===== src/rtl/icache.sv =====
// Direct-mapped read-only instruction cache, one 32-bit word per line.
// Single-word fills from instruction memory on a miss.
module icache #(
  parameter int SETS = 16
) (
  input  logic        CLK,
  input  logic        RST,
  input  logic        imemREN,
  input  logic [31:0] imemaddr,
  input  logic        iflush,
  output logic        ihit,
  output logic [31:0] imemload,
  output logic        iREN,
  output logic [31:0] iaddr,
  input  logic        iwait,
  input  logic [31:0] iload
);

  localparam int IDX_W = $clog2(SETS);
  localparam int TAG_W = 30 - IDX_W;

  typedef enum logic {
    IDLE,
    FILL
  } state_t;

  state_t state;
  state_t nxt;

  logic [SETS-1:0]  valid;
  logic [TAG_W-1:0] tags [SETS];
  logic [31:0]      data [SETS];
  logic [29:0]      missaddr;

  logic [IDX_W-1:0] idx;
  logic [TAG_W-1:0] tag;
  logic [IDX_W-1:0] missidx;
  logic [TAG_W-1:0] misstag;
  logic             lookup_hit;
  logic             miss;
  logic             fill_done;
  logic             unused_ok;

  assign idx       = imemaddr[IDX_W+1:2];
  assign tag       = imemaddr[31:IDX_W+2];
  assign missidx   = missaddr[IDX_W-1:0];
  assign misstag   = missaddr[29:IDX_W];
  assign unused_ok = ^imemaddr[1:0];

  assign lookup_hit = valid[idx] && (tags[idx] == tag);
  assign ihit       = imemREN && (state == IDLE)
                      && lookup_hit && !RST;
  assign miss       = imemREN && (state == IDLE)
                      && !lookup_hit;
  assign imemload   = data[idx];
  assign iaddr      = {missaddr, 2'b00};

  // Next-state and memory request decode.
  always_comb begin
    nxt       = state;
    iREN      = 1'b0;
    fill_done = 1'b0;
    unique case (state)
      IDLE: begin
        if (miss) nxt = FILL;
      end
      FILL: begin
        iREN = 1'b1;
        if (!iwait) begin
          nxt       = IDLE;
          fill_done = 1'b1;
        end
      end
      default: nxt = IDLE;
    endcase
  end

  // State register.
  always_ff @(posedge CLK) begin
    if (RST) state <= IDLE;
    else     state <= nxt;
  end

  // Capture the word address of a miss; held for the whole fill.
  always_ff @(posedge CLK) begin
    if (RST)       missaddr <= '0;
    else if (miss) missaddr <= imemaddr[31:2];
  end

  // Valid bits: flush beats a completing fill.
  always_ff @(posedge CLK) begin
    if (RST || iflush)  valid <= '0;
    else if (fill_done) valid[missidx] <= 1'b1;
  end

  // Tag and data arrays, written only on fill completion.
  always_ff @(posedge CLK) begin
    if (fill_done && !RST) begin
      tags[missidx] <= misstag;
      data[missidx] <= iload;
    end
  end

endmodule


===== config.mk =====
export PLATFORM = sky130hd
export DESIGN_NAME = icache
export DESIGN_NICKNAME = d
export VERILOG_FILES = /design/src/rtl/icache.sv
export SDC_FILE = /design/constraint.sdc
export NUM_CORES = 1
export LEC_CHECK = 0
export ABC_CLOCK_PERIOD_IN_PS = 5930
export CAP_MARGIN = 10
export CORE_MARGIN = 2
export CORE_UTILIZATION = 39
export CTS_CLUSTER_SIZE = 12
export DETAILED_ROUTE_END_ITERATION = 16
export SLEW_MARGIN = 10
export SYNTH_ARGS = -nofsm -noshare
export SYNTH_HDL_FRONTEND = slang
export SYNTH_SLANG_ARGS = --single-unit

===== constraint.sdc =====
create_clock -name CLK -period 5.93 [get_ports CLK]
set_input_delay 1.186 -clock CLK [delete_from_list [all_inputs] [get_ports CLK]]
set_output_delay 1.186 -clock CLK [all_outputs]
set_load 0.05 [all_outputs]

=== Word level (Yosys, flattened, before mapping) ===
Memory sizes are Yosys's and may differ from the RTL's.
Index checks and enable logic that the tools add are counted.

* Bits in registers: 47
* Memory bits (writable): 928
* Input bits: 69
* Memories: 2

* Magnitude comparators: 3
* Equal/unequal tests: 1
* Multiplexer cells: 12
* Bitwise gates (word level): 2
* Reduce and logical (&&, ||, !) cells: 10

{| class="wikitable"
|+ Memory list
! name !! depth !! bits a word !! read ports !! clocked after Yosys merged registers in !! write ports !! RTL line !! RTL
|-
| data || 16 || 32 || 1 || 0 || 1 || 32 || <nowiki>logic [31:0] data [SETS];</nowiki>
|-
| tags || 16 || 26 || 1 || 0 || 1 || 31 || <nowiki>logic [TAG_W-1:0] tags [SETS];</nowiki>
|}

{| class="wikitable"
|+ Operators by type and width
! cell !! count
|-
| $eq A26 B26 Y1 || 1
|-
| $or A16 B16 Y16 || 1
|-
| $lt A4 B5 Y1 const B || 2
|-
| $mux W1 || 9
|-
| $logic_and A1 B1 Y1 || 7
|-
| $bmux W1 S4 || 1
|-
| $demux W1 S4 || 1
|-
| $ge A4 B1 Y1 const B || 1
|-
| $logic_not A1 Y1 || 2
|-
| $pmux W1 S2 || 1
|-
| $logic_or A1 B1 Y1 || 1
|-
| $not A1 Y1 || 1
|}

=== Longest topological paths before layout ===
* Depth in word-level cells: 7
* Depth in mapped cells: 15

=== Worst setup path after synthesis ===
No wires, ideal clock.

* Path kind: input to output
* Start point: input imemaddr[2]
* End point: output imemload[22]
* Arrival time: 4.037 ns
* Slack: 0.707 ns
* Stages on the path: 10
* Buffers on the path: 8
* Cell sequence: buf_6 buf_12 buf_8 buf_4 buf_4 buf_2 buf_2 buf_2 mux4_2 mux4_2

* Cells in the longest elaborated chain, start to end: 1

{| class="wikitable"
|+ RTL lines
! what !! RTL line !! RTL
|-
| start, declared || 9 || <nowiki>input logic [31:0] imemaddr,</nowiki>
|-
| $mem_v2 Z16 W32 || n/a ||
|-
| end, declared || 12 || <nowiki>output logic [31:0] imemload,</nowiki>
|}

No other way between the ends.

=== Worst setup path after layout ===
* Start point: input imemaddr[3]
* End point: output ihit

* Cells in the longest elaborated chain, start to end: 5

{| class="wikitable"
|+ RTL lines
! what !! RTL line !! RTL
|-
| $mem_v2 Z16 W26 / $bmux W1 S4 (equally long branches) || n/a ||
|-
| $eq A26 B26 Y1 / $mux W1 (equally long branches) || 50 || <nowiki>assign lookup_hit = valid[idx] && (tags[idx] == tag);</nowiki>
|-
| $logic_and A1 B1 Y1 * || 50 ||
|-
| $logic_and A1 B1 Y1 * (2 in a row) || 52 || <nowiki>&& lookup_hit && !RST;</nowiki>
|-
| end, declared || 11 || <nowiki>output logic ihit,</nowiki>
|}

Mark *: on every way between the ends. The rest lies on a longest branch, timed or not. The select of a mux whose other input is x is not followed.

==> results.py <==
metrics = {
    "sta": {
        "setup-violations-final": 0,
        "fin_tns_setup_ns": 0,
        "fin_skew_ns": 0.0255,
        "finalHoldViolations": 0,
        "maxSlewViolCount": 0,
        "layout_min_cycle_time_ns": 5.75,
        "rsz0062_at_grt": "false",
        "tightest_slew_ns": 1.09,
        "timing.slew.headroom_pct": 27.1,
        "fmax_mhz": 174,
        "fin_crit_sh_pct": 97.0,
    },
    "cts": {
        "clkTransAtPathRegs_ns": 0.06,
        "clockBufferDepth": 3,
        "cts_tree": "yes",
        "cts-hold-fix-buffers": 0,
        "root_buffer": "clkbuf_16",
        "clkLatencyLatePin_ns": 0.66,
        "htreeDepth": 3,
        "post_cts_buffers": 0,
        "numClockSinks": 975,
        "ctsResizeCount": 0,
        "cts_buffers": 100,
    },
    "worst_setup_path": {
        "rr_worst_depth": 8,
        "r2r_slack_ns": 2.35,
        "critical_path_class": "in -> out",
        "setup.worst_path.start_class": "input port",
        "r2r-start": "tags[14][1]$_DFFE_PP_",
        "worstPathArrival_ns": 4.57,
        "crit_required_ns": 4.74,
        "end_kind": "output port",
        "r2r-end": "missaddr[29]$_SDFFE_PP0P_",
        "critPathMaxFanout": 70,
    },
    "floorplan": {
        "io_pins": 135,
        "die_w_um": 315,
        "rows": 113,
        "coreArea_mm2": 0.0953,
        "start_util_pct": 39.5,
        "die_h_um": 315,
        "die_area_mm2": 0.0990,
    },
    "min_path": {
        "min_path_cells": 2,
        "worstHoldEndpoint": "valid[4]$_SDFFE_PP0P_",
        "min_path_type": "reg -> reg",
        "min_from": "valid[4]$_SDFFE_PP0P_",
    },
    "logic_synthesis": {
        "synthTopCellsByArea": "edfxtp_1 (74%), mux4_2 (16%), dfxtp_1 (2.5%)",
        "synthTopCellsByCount": "edfxtp_1 (928), mux4_2 (264), mux2i_1 (70), nand2b_1 (65), dfxtp_1 (47)",
        "synth_area_leader_cell": "edfxtp_1",
        "synth.distinct_cells": 52,
        "avgSynthCellArea_um2": 22.7,
        "synth_top_area_share_pct": 74.0,
        "synth_top_flop_cell": "edfxtp_1",
        "yosysWarningCount": 0,
        "async_flop_share_pct": 0,
        "netlist_area_mm2": 0.0377,
        "synth-seq-area-share_pct": 76.5,
        "synth_seq_cells": 975,
        "synth_cells": 1661,
        "synth_edf_count": 928,
        "synth.most_common_cell": "edfxtp_1",
    },
    "routing": {
        "drc": 0,
        "via_per_inst": 5.52,
        "drt_wl_total_um": 85900,
        "first_pass_iters": 5,
        "drtIter0Drc": 1529,
        "drtAntennaViolNets": 0,
        "wl_per_cell_um": 26.9,
        "via_count": 17600,
    },
    "pwr": {
        "p_leak_nw": 13.5,
        "powerDensity_mw_per_mm2": 329,
        "p_total_mw": 14.4,
        "ir_drop_v": 0.000228,
    },
    "final_layout": {
        "layout.cells.non_filler": 3192,
        "num_antenna_cells": 0,
        "drive_above_1_share_pct": 26.4,
        "area_growth_pct": 16.2,
        "multiInputGateArea_mm2": 0.00843,
        "nets": 1931,
        "n_fill_cell": 7969,
        "final-seq-area_mm2": 0.0288,
    },
    "global_route": {
        "first_global_vias": 18500,
        "overflow": 0,
        "grt_usage_pct": 17.5,
        "grt_pass1_wl_um": 126000,
        "grt_start_max_net_pins": 109,
        "antenna_found_initial": 9,
    },
    "placed_design": {
        "hpwl_um": 46500,
        "dp_cells": 3025,
        "port_buffers": 130,
        "gp_congestion": 0.783,
    },
    "outcome": {
        "status": "finished, final reports clean",
    },
    "flow_run": {
        "drv_cap": 0,
    },
}
[worst max-delay path, cell delays in order]
cell	delay [ns]
buf_8	0.52
buf_4	0.77
mux4_2	0.41
a22oi_1	0.27
a21oi_1	0.11
nor3_1	0.52
nand4_1	0.18
and4b_1	0.37
buf_12	0.16
[through the flow]
| step | util [%] | instance area (um2) | setup slack (ns) | hold WS [ns] |
|---|---|---|---|---|
| finish | 45.9 | 43700 | 0.176 | 0.473 |
| global route | 45.9 | 43700 | 0.0391 | 0.500 |
| CTS | 45.9 | 43700 | 0.206 | 0.478 |
| detailed placement | 42.7 | 40700 | 0.209 | 0.460 |
| global placement | 42.7 | 40700 | 0.199 | 0.445 |
| floorplan | - | 37700 | 0.707 | 0.431 |
[area by class of cell]
cell class	instances	share of cell area, %
multi-input combinational	593	19.3
timing repair buffer	186	4.21
clock buffer	133	6.20
tap	1265	3.62
sequential	975	65.9
clock inverter	34	0.770
inverter	6	0.0572
[where the power goes]
group	switching, mW	leakage (nW)	total (mW)	internal (mW)
Sequential	0.0693	8.60	7.65	7.58
Clock	2.53	1.49	5.90	3.37
Combinational	0.489	3.45	0.841	0.351
[flip-flops by register name, indices dropped and copies added (netlist names)]
name,count
data,512
valid,16
state,1
missaddr,30
tags,416
[metal layers]
| metal | GRT usage (%) | wire length, um |
|---|---|---|
| met2 | 28.1 | 41800 |
| met3 | 2.90 | 4780 |
| met1 | 25.0 | 37400 |
| met4 | 4.58 | 1830 |
| met5 | 0 | 109 |
[worst max path at each step]
stage                            from            to
after floorplan           imemaddr[2]  imemload[22]
after global placement    imemaddr[3]          ihit
final                     imemaddr[3]          ihit
after CTS                 imemaddr[3]          ihit
after global routing      imemaddr[3]          ihit
after detailed placement  imemaddr[3]          ihit
[cell families after synthesis]
kind of cell    count (synthesis)  synth area share (%)
simple gates                  154                  2.19
compound gates                 63                  1.17
xor+xnor                       37                 0.861
other cells                     1               0.00996
buf+inv                        94                  1.43
flops                         975                  76.5
mux                           337                  17.8
[cells in the final DEF, fill, tap and decap left out, drive strengths merged, types with 5 or more instances in the layout]
| cell type | synthesis | layout |
|---|---|---|
| buf | 48 | 93 |
| a22oi | 7 | 7 |
| nand2 | 14 | 14 |
| a31oi | 6 | 6 |
| xnor2 | 23 | 23 |
| a21oi | 16 | 16 |
| clkbuf | 40 | 133 |
| and2 | 5 | 5 |
| mux2i | 70 | 70 |
| nor2b | 6 | 6 |
| inv | 3 | 6 |
| mux4 | 266 | 266 |
| clkdlybuf4s50 | 0 | 93 |
| nand2b | 65 | 65 |
| nor2 | 40 | 40 |
| nand3 | 7 | 7 |
| edfxtp | 928 | 928 |
| xor2 | 14 | 14 |
| clkinv | 3 | 29 |
| dfxtp | 47 | 47 |
No activity file was read; power rests on OpenSTA's default activity.
==> patch, RTL diff (same flow settings) <==
Change the parameter `SETS` from 16 to 32.
--- a/src/rtl/icache.sv
+++ b/src/rtl/icache.sv
@@ -1,7 +1,7 @@
 // Direct-mapped read-only instruction cache, one 32-bit word per line.
 // Single-word fills from instruction memory on a miss.
 module icache #(
-  parameter int SETS = 16
+  parameter int SETS = 32
 ) (
   input  logic        CLK,
   input  logic        RST,
Function: changed (Yosys sat finds a counterexample within 4 cycles, from zero or initial values and one cycle with RST high).
==> patch against the original RTL <==
Global-route usage rose by 1.7 points. Worst setup slack better by 0.057 ns. Largest power group unchanged. Cell count rose by 95%. Total power increased by 88%. Synthesized area up 93%. Synthesized cell count rose by 100%. Wire length is 110% higher. Combinational power up 75%. Via count increased by 99%. Sequential cell count up 912. Clock skew is 0.0016 ns higher. Design area increased by 92%.
==> patch: results (changes against the original RTL) <==
routability cong. 0.7747 (-1.0%); drt first-iter violations 3696 (+140%); Synth Area per Inst 21.91 um^2 (-3.3%); Rel. slew slack 17.60% (-9.5 points); commonest cells in the netlist edfxtp_1, mux4_2, mux2i_1; placed cell area 78420 um^2 (+93%); H-tree Lvls 4 (+1); GRT Util Overall 19.23% (+1.7 points); drt wl/cell 29.56 um (+9.8%); Fill cells 15540 (+95%); Post-DP HPWL 99820 um (+110%); Skew-Pair Late Insertion Delay 0.84 ns (+0.18 ns); Switching Share 21.39% (-0.094 points); CTS Buf Count 188 (+88%); Nets 3707 (+92%); CTS Hold Buffers Added 0 (unchanged); largest net degree at the start of global routing 68 (-38%); first-pass GRT wire length 261900 um (+110%); critical path arrival 4.51 ns (-0.06 ns); share of cells above drive strength 1 25.53% (-0.89 points); status completed; Post-synth EDFFs 1824 (+97%); synth unique cells 47 (-9.6%); Pleak 27.17 nW (+100%); worst-path fanout max 28 (-60%); vias per cell 5.621 (+1.8%); max incr delay on CP 0.44 ns (-0.33 ns); Synth Area in Compound Gates 2.159% (+0.99 points); initial antenna violation count 10 (+1); number of port buffers 130 (unchanged); final std cells w/o fill 6231 (+95%); largest registers data: 1024 flops, tags: 800 flops, valid: 32 flops; Cells after DPL 5928 (+96%); largest cells by area after synthesis edfxtp_1, mux4_2, mux2i_1; CP top delay family simple AND/OR/NAND/NOR gates; placement-stage worst setup slack -0.1355 ns (-0.3442 ns); Max IR drop VDD 0.3294 mV (+44%); clock skew 0.02707 ns (+0.001583 ns); multiplexer share of the synthesized area 17.46% (-0.36 points); Slowest cell on crit path and2b_1; register area share after synthesis 77.05% (+0.54 points); Post-Synth XOR/XNOR Area 0.2288% (-0.63 points)
==> patch: path summary, 6_finish.rpt <==
path                                   start  cells after the start  slack, ns      endpoint
worst min register to register  missaddr[13]                      0       0.47   tags[20][8]
worst max-delay path             imemaddr[2]                     14       0.23          ihit
worst max register to register  tags[31][15]                      9       2.41  missaddr[13]
worst min-delay path            missaddr[13]                      0       0.47   tags[20][8]
==> patch: what timing repair did <==
| item | 4_1_cts | 5_1_grt |
|---|---|---|
| gates resized for setup | 2 | 3 |
| endpoints found under the setup margin | 1 | 1 |
| hold endpoints to repair | 0 | 0 |
| setup buffers | 0 | 0 |
==> patch: cells by family (layout without fill, tap and decap cells) <==
logic type | after synthesis | in the layout
XOR/XNOR | 19 | 19
flip-flops | 1887 | 1887
multiplexers | 754 | 754
AND/OR/NAND/NOR | 236 | 236
other | 1 | 4
buffers and inverters | 187 | 616
AO/OA/AOI/OAI | 235 | 235
==> patch: area by class of cell <==
class | instances | area, um^2 | share of cell area [%]
clock inverters | 53 | 402.9 | 0.4802
well taps | 2480 | 3103 | 3.698
diodes | 2 | 5.005 | 0.005965
multi-input cells | 1246 | 15970 | 19.04
flip-flops and latches | 1887 | 56040 | 66.79
repair buffers | 315 | 3341 | 3.982
clock buffers | 248 | 5045 | 6.013
==> patch: power groups by stage <==
stage	Sequential (mW)	Clock [mW]	Combinational [mW]
after global placement	15.0	0	1.48
final	14.8	10.8	1.47
after CTS	14.8	11.0	1.50
after floorplan	15.1	0	0.874
after global routing	14.8	11.5	1.56
after detailed placement	15.1	0	1.49
==> patch: layer usage <==
layer  up-vias  routed length [um]  track usage, %
met5         -                  28               0
li1      14500                   -               -
met1     19130               77030           26.46
met3       262                9677           2.406
met4         4                4068           5.263
met2      1121               93360           32.38
